===== src/rtl/ka_overlap_accum.sv =====
// Karatsuba overlap accumulator: XOR-combines the low/middle/high partial
// products of an N-bit carry-less Karatsuba step into a (2N-1)-bit result.
//
// Ports:
//   clk, rst_n        clock, async active-low reset
//   flush             sync clear of the partial accumulation
//   pp_valid/pp_ready partial-product stream handshake
//   pp_sel            0 = low (<<0), 1 = middle (<<H), 2 = high (<<N)
//   pp_data           (N-1)-bit partial product
//   out_valid/ready   registered result handshake
//   out_data          (2N-1)-bit combined product
//   pp_err            one-cycle pulse per discarded illegal/duplicate beat
module ka_overlap_accum #(
    parameter int N = 32
) (
    input  logic           clk,
    input  logic           rst_n,
    input  logic           flush,
    input  logic           pp_valid,
    output logic           pp_ready,
    input  logic [1:0]     pp_sel,
    input  logic [N-2:0]   pp_data,
    output logic           out_valid,
    input  logic           out_ready,
    output logic [2*N-2:0] out_data,
    output logic           pp_err
);

    localparam int H = N / 2;
    localparam int W = 2 * N - 1;

    logic [W-1:0] acc_q, acc_d;
    logic [W-1:0] out_q, out_d;
    logic [2:0]   got_q, got_d;
    logic         ov_q, ov_d;
    logic         err_q, err_d;

    logic [W-1:0] pp_ext;
    logic [W-1:0] pp_sh;
    logic [2:0]   sel_oh;
    logic         two_got;
    logic         stalled;
    logic         accept;
    logic         legal;

    assign pp_ext = {{N{1'b0}}, pp_data};

    always_comb begin
        pp_sh  = '0;
        sel_oh = '0;
        unique case (pp_sel)
            2'd0: begin
                pp_sh  = pp_ext;
                sel_oh = 3'b001;
            end
            2'd1: begin
                pp_sh  = pp_ext << H;
                sel_oh = 3'b010;
            end
            2'd2: begin
                pp_sh  = pp_ext << N;
                sel_oh = 3'b100;
            end
            default: begin
                pp_sh  = '0;
                sel_oh = '0;
            end
        endcase
    end

    // The next legal beat completes the product exactly when two of the
    // three slots are already filled.
    assign two_got = (got_q == 3'b011) || (got_q == 3'b101)
                  || (got_q == 3'b110);

    // Only a completing beat needs the output register, so partial beats
    // keep flowing while the output is stalled.
    assign stalled  = ov_q && !out_ready;
    assign pp_ready = !stalled || !two_got;

    assign accept = pp_valid && pp_ready;
    assign legal  = (|sel_oh) && !(|(got_q & sel_oh));

    always_comb begin
        acc_d = acc_q;
        got_d = got_q;
        out_d = out_q;
        ov_d  = ov_q;
        err_d = 1'b0;
        if (ov_q && out_ready) begin
            ov_d = 1'b0;
        end
        if (flush) begin
            acc_d = '0;
            got_d = '0;
        end else if (accept) begin
            if (!legal) begin
                err_d = 1'b1;
            end else if (two_got) begin
                out_d = acc_q ^ pp_sh;
                ov_d  = 1'b1;
                acc_d = '0;
                got_d = '0;
            end else begin
                acc_d = acc_q ^ pp_sh;
                got_d = got_q | sel_oh;
            end
        end
    end

    always_ff @(posedge clk or negedge rst_n) begin
        if (!rst_n) begin
            acc_q <= '0;
            got_q <= '0;
            out_q <= '0;
            ov_q  <= 1'b0;
            err_q <= 1'b0;
        end else begin
            acc_q <= acc_d;
            got_q <= got_d;
            out_q <= out_d;
            ov_q  <= ov_d;
            err_q <= err_d;
        end
    end

    assign out_valid = ov_q;
    assign out_data  = out_q;
    assign pp_err    = err_q;

endmodule


===== config.mk =====
export PLATFORM = sky130hd
export DESIGN_NAME = ka_overlap_accum
export DESIGN_NICKNAME = d
export VERILOG_FILES = /design/src/rtl/ka_overlap_accum.sv
export SDC_FILE = /design/constraint.sdc
export NUM_CORES = 1
export LEC_CHECK = 0
export CAP_MARGIN = 20
export CORE_ASPECT_RATIO = 1.5
export CORE_MARGIN = 2
export CORE_UTILIZATION = 55
export DETAILED_ROUTE_END_ITERATION = 7
export PLACE_DENSITY = 0.89
export RECOVER_POWER = 100
export SLEW_MARGIN = 15
export SYNTH_ARGS = -nofsm -noshare
export SYNTH_HDL_FRONTEND = slang
export SYNTH_SLANG_ARGS = --single-unit

===== constraint.sdc =====
create_clock -name clk -period 3.15 [get_ports clk]
set_input_delay 0.7875 -clock clk [delete_from_list [all_inputs] [get_ports clk]]
set_output_delay 0.7875 -clock clk [all_outputs]
set_load 0.01 [all_outputs]

Word-level counts from Yosys, hierarchy flattened
Cells that the tools add are included.
Word-level totals
  flip-flop bits (word level): 131
  input bits: 38
  output and inout bits: 66
  word-level logic and storage cells: 50
Cells by class
  eq/ne operators: 5
  muxes and demuxes: 18
  bitwise gates (word level): 4
  reduce and logical (&&, ||, !) cells: 18
Operators by type and width (number)
  $mux W63: 4
  $pmux W63 S3: 1
  $xor A63 B63 Y63: 1
  $mux W3: 4
  $pmux W3 S3: 1
  $mux W1: 8
  $eq A3 B3 Y1 const B: 2
  $reduce_or A3 Y1: 2
  $logic_and A1 B1 Y1: 4
  $logic_not A1 Y1: 4
  $reduce_and A4 Y1: 1
  $reduce_bool A2 Y1: 2
  $and A3 B3 Y3: 1
  $eq A3 B2 Y1 const B: 1
  $logic_or A1 B1 Y1: 3
  $or A3 B3 Y3: 1
  $eq A2 B1 Y1 const B: 1
  $eq A2 B2 Y1 const B: 1
  $logic_not A2 Y1: 1
  $reduce_and A2 Y1: 1
  $not A1 Y1: 1

Longest topological paths before layout
  depth after elaboration: 9
  mapped depth: 7
  depth with buffers taken out: 4

Least setup slack after synthesis
OpenSTA, ideal clock, no wires.
  path type: in2reg
  start: input port pp_sel[1]
  end: register out_q[25], in the netlist out_data[25]
  data arrival time: 2379 ps
  slack: 647 ps
  stages: 5
  path through: and2b_1 nand4_1 a2111oi_4 buf_6 mux2_2
Between the ends
  word-level cells in the longest chain between the ends: 7
  elaborated cells on any way between the ends: 12
  those cells by class: eq/ne: 2; mux: 2; bitwise: 2; reduce/logical: 6
RTL lines
  from (decl): line 21  | input logic [1:0] pp_sel,
  $eq A2 B2 Y1, or another cell as far along: line 51  | unique case (pp_sel)
  $pmux W3 S3: line 51
  $and A3 B3 Y3: line 82  | assign legal = (|sel_oh) && !(|(got_q & sel_oh));
  $reduce_or A3 Y1: line 82
  $logic_not A1 Y1: line 82
  $logic_and A1 B1 Y1: line 82
  $reduce_and A4 Y1 (no source line)
  to (signal assigned): line 121  | out_q <= out_d;
  to (decl): line 33  | logic [W-1:0] out_q, out_d;
Several ways; a longest one is shown, not always the timed one.
A chain may end at the register's enable or synchronous reset.

Worst setup path in the final report
  start: input port out_ready
  end: output port pp_ready
Between the ends
  word-level cells in the longest chain between the ends: 4
RTL lines
  from (decl): line 24  | input logic out_ready,
  $logic_not A1 Y1: line 78  | assign stalled = ov_q && !out_ready;
  $logic_and A1 B1 Y1: line 78
  $logic_not A1 Y1: line 79  | assign pp_ready = !stalled || !two_got;
  $logic_or A1 B1 Y1: line 79
  to (decl): line 20  | output logic pp_ready,
Every way passes these cells.

==> qor.yml <==
synthesis:
  yosys_warnings: 0
  synth_seq_cells: 131
  synth-seq-area-share_pct: 44.1
  yosys_most_used_dff: "dfrtp_1"
  synthCells: 757
  synth_edf_count: 0
  postSynthAreaPerCell_um2: 9.83
  ys_types: 40
  syn_area_mm2: 0.00744
  synthArstFlopShare_pct: 100
  syn-num-nets: 795
floorplanning:
  start_util_pct: 55.8
  chipWidth_um: 99.0
  pin_count: 104
  fp.dieH_um: 146
  core_mm2: 0.0133
  die-area_mm2: 0.0145
  num_rows: 52
placement:
  hpwl_um: 13300
  post-place-cells: 979
  port_buffers: 103
  gp_congestion: 0.880
drt:
  first_pass_iters: 5
  drt_wl_total_um: 20400
  vias: 6540
  route.detailed.drc: 0
  drt-vias-per-instance: 6.48
  routedWlPerCell_um: 20.2
  ant_nets: 0
  drt_iter0_markers: 640
job:
  maxCapViolations: 1
hold_path:
  hold_path_depth: 1
  hold_class: "flip-flop to flip-flop"
  hold_path.startpoint: "out_data[56]"
clock_tree:
  clkSinkCount: 131
  cts_tree: "built"
  cts.hold.buffers_added: 0
  cts_resized: 0
  cts_setup_buffers: 0
  root_buffer: "clkbuf_16"
  cts_buffers: 17
  clk_pin_slew_worst_paths_ns: 0.06
  htree_levels: 4
  clk_path_buf_depth: 2
  clkLatencyLatePin_ns: 0.43
setup_path:
  r2r_cells: 6
  crit_path_top_delay_cell: "clkdlybuf4s50_1"
  crit_fanout: 4
  cp_top_family: "buffers and inverters"
  r2r-start: "got_q[2]"
  critPathKind: "input pin to output pin"
  crit_chain: "clkdlybuf4s50_1 -> nand2b_1 -> a211oi_2 -> inv_1 -> clkdlybuf4s50_1"
  critPathCaptureType: "output pin"
  crit_arrival_ns: 2.19
  path_depth: 5
  cp.required_ns: 2.36
  cp.buffers_inverters: 3
  crit_path_max_incr_delay_ns: 0.48
  startpoint: "out_ready"
  worst_setup_path_start_kind: "input pin"
  path_common_cell: "clkdlybuf4s50_1"
timing:
  rsz0062_at_grt: "false"
  min_period_ns: 2.98
  slew_headroom_pct: -21.8
  hold_viol: 0
  finalSetupTns_ns: 0
  clock.fmax_mhz: 335
  fin_crit_sh_pct: 94.6
  setup_viol: 0
  final_max_slew_viol_count: 35
  tightest_slew_ns: 1.83
  skew_ns: 0.00799
status:
  outcome: "complete, but fails checks"
  violations: "capacitance limit, slew limit"
cells_and_area:
  fin_cells: 1010
  final_common_cell: "dfrtp_1"
  mostFrequentLayoutCells: "dfrtp_1 (131), dlygate4sd3_1 (65), nand2_1 (53)"
  antenna_cells: 0
  area_growth_pct: 23.7
  drive_gt1_share_pct: 12.5
  nets: 874
  num-fill-cells: 924
power:
  power_per_cell_area_mw_per_mm2: 501
  power_switching_w: 0.00118
  p_clk_share_pct: 47.4
  p_leak_nw: 4.25
  p_int_w: 0.00343
  share_seq_of_total_power_pct: 39.2
  ir_drop_mv: 0.399
  swShare_pct: 25.6
  comb_power_share_pct: 13.4
global_route:
  grt_pass1_wl_um: 33100
  overflow: 0
  grt_max_degree: 51
  grt_pass1_vias: 6266
  antenna_found_initial: 0
  track_usage_pct: 28.8
## cell families (layout without fill, tap and decap cells)
logic type,Yosys count,after routing,synth area share (%)
compound gates,168,168,15.8
flops,131,131,44.1
xor+xnor,34,34,4.00
simple gates,242,242,18.5
mux,79,79,11.7
buf+inv,103,194,5.97
## state kept, by name, summed over array words and instances (netlist names)
name	flops
got_q	3
acc_q	63
out_data	63
pp_err	1
out_valid	1
## per-layer routing
layer  vias to the layer above  track usage [%]  wire [um]
li1                       2916                -          -
met5                         -                0          0
met1                      3177             36.3       7590
met2                       364             47.2      10200
met3                        83             5.31       1570
met4                         0             14.7       1010
## synthesized netlist by cell type (2+ instances only)
cell type / n / share of area [%]
xnor2_1: 33 / 3.9
and3_1: 32 / 2.7
nand3_1: 2 / 0.13
mux2i_1: 16 / 2.2
nand2_1: 53 / 2.7
nand3b_1: 48 / 4.8
o2111ai_1: 30 / 3.5
or2_2: 30 / 2.5
clkbuf_1: 50 / 2.5
o211ai_1: 2 / 0.20
o21ai_0: 32 / 2.2
inv_1: 38 / 1.9
nand4_1: 34 / 2.9
mux2_2: 15 / 2.3
o221ai_1: 33 / 3.9
buf_6: 6 / 0.91
dfrtp_1: 131 / 44
a21oi_1: 47 / 3.2
mux2_1: 48 / 7.3
o21a_1: 15 / 1.5
nor2_1: 20 / 1.0
and3b_1: 2 / 0.24
buf_2: 7 / 0.47
nor3_1: 16 / 1.1
nand2b_1: 2 / 0.17
## worst register-to-register path, stage by stage, from the launching register on
cell	delay, ns
dfrtp_1	0.53
xnor2_1	0.29
a211oi_2	0.11
clkbuf_4	0.33
a2111oi_4	0.29
clkbuf_4	0.60
mux2_2	0.46
## through the flow
step / area, um^2 / hold WS, ns / utilization (%) / power, W / worst slack (ns)
2_1_floorplan: 7440 / 0.492 / - / 0.00217 / 0.647
3_3_place_gp: 8610 / 0.467 / 64.5 / 0.00244 / 0.161
3_5_place_dp: 8610 / 0.475 / 64.5 / 0.00246 / 0.158
4_1_cts: 9260 / 0.333 / 69.4 / 0.00464 / 0.159
5_1_grt: 9200 / 0.494 / 69.0 / 0.00476 / 0.0424
6_report: 9200 / 0.476 / 69.0 / 0.00461 / 0.169
## cell type report
cell class / count / area [um^2] / area share [%]
clock buffers: 18 / 439 / 4.77
clock inverters: 13 / 209 / 2.27
inverters: 38 / 143 / 1.55
multi-input cells: 523 / 3740 / 40.6
flip-flops and latches: 131 / 3280 / 35.6
well taps: 162 / 203 / 2.20
repair buffers: 125 / 1190 / 13.0
## path summary, 6_finish.rpt
kind	to	slack (ns)
hold / removal	out_data[56]	0.48
max in group asynchronous	acc_q[60]	0.61
setup reg to reg	out_data[13]	0.42
min in group asynchronous	acc_q[40]	0.86
hold reg to reg	out_data[56]	0.48
setup / recovery	pp_ready	0.17
## power groups by stage
stage	clock [W]	combinational (W)	sequential, W
2_1_floorplan	0	0.000334	0.00184
3_3_place_gp	0	0.000612	0.00183
3_5_place_dp	0	0.000621	0.00184
4_1_cts	0.00220	0.000629	0.00181
5_1_grt	0.00227	0.000664	0.00182
6_report	0.00218	0.000617	0.00181
(Power assumes the default switching activity.)
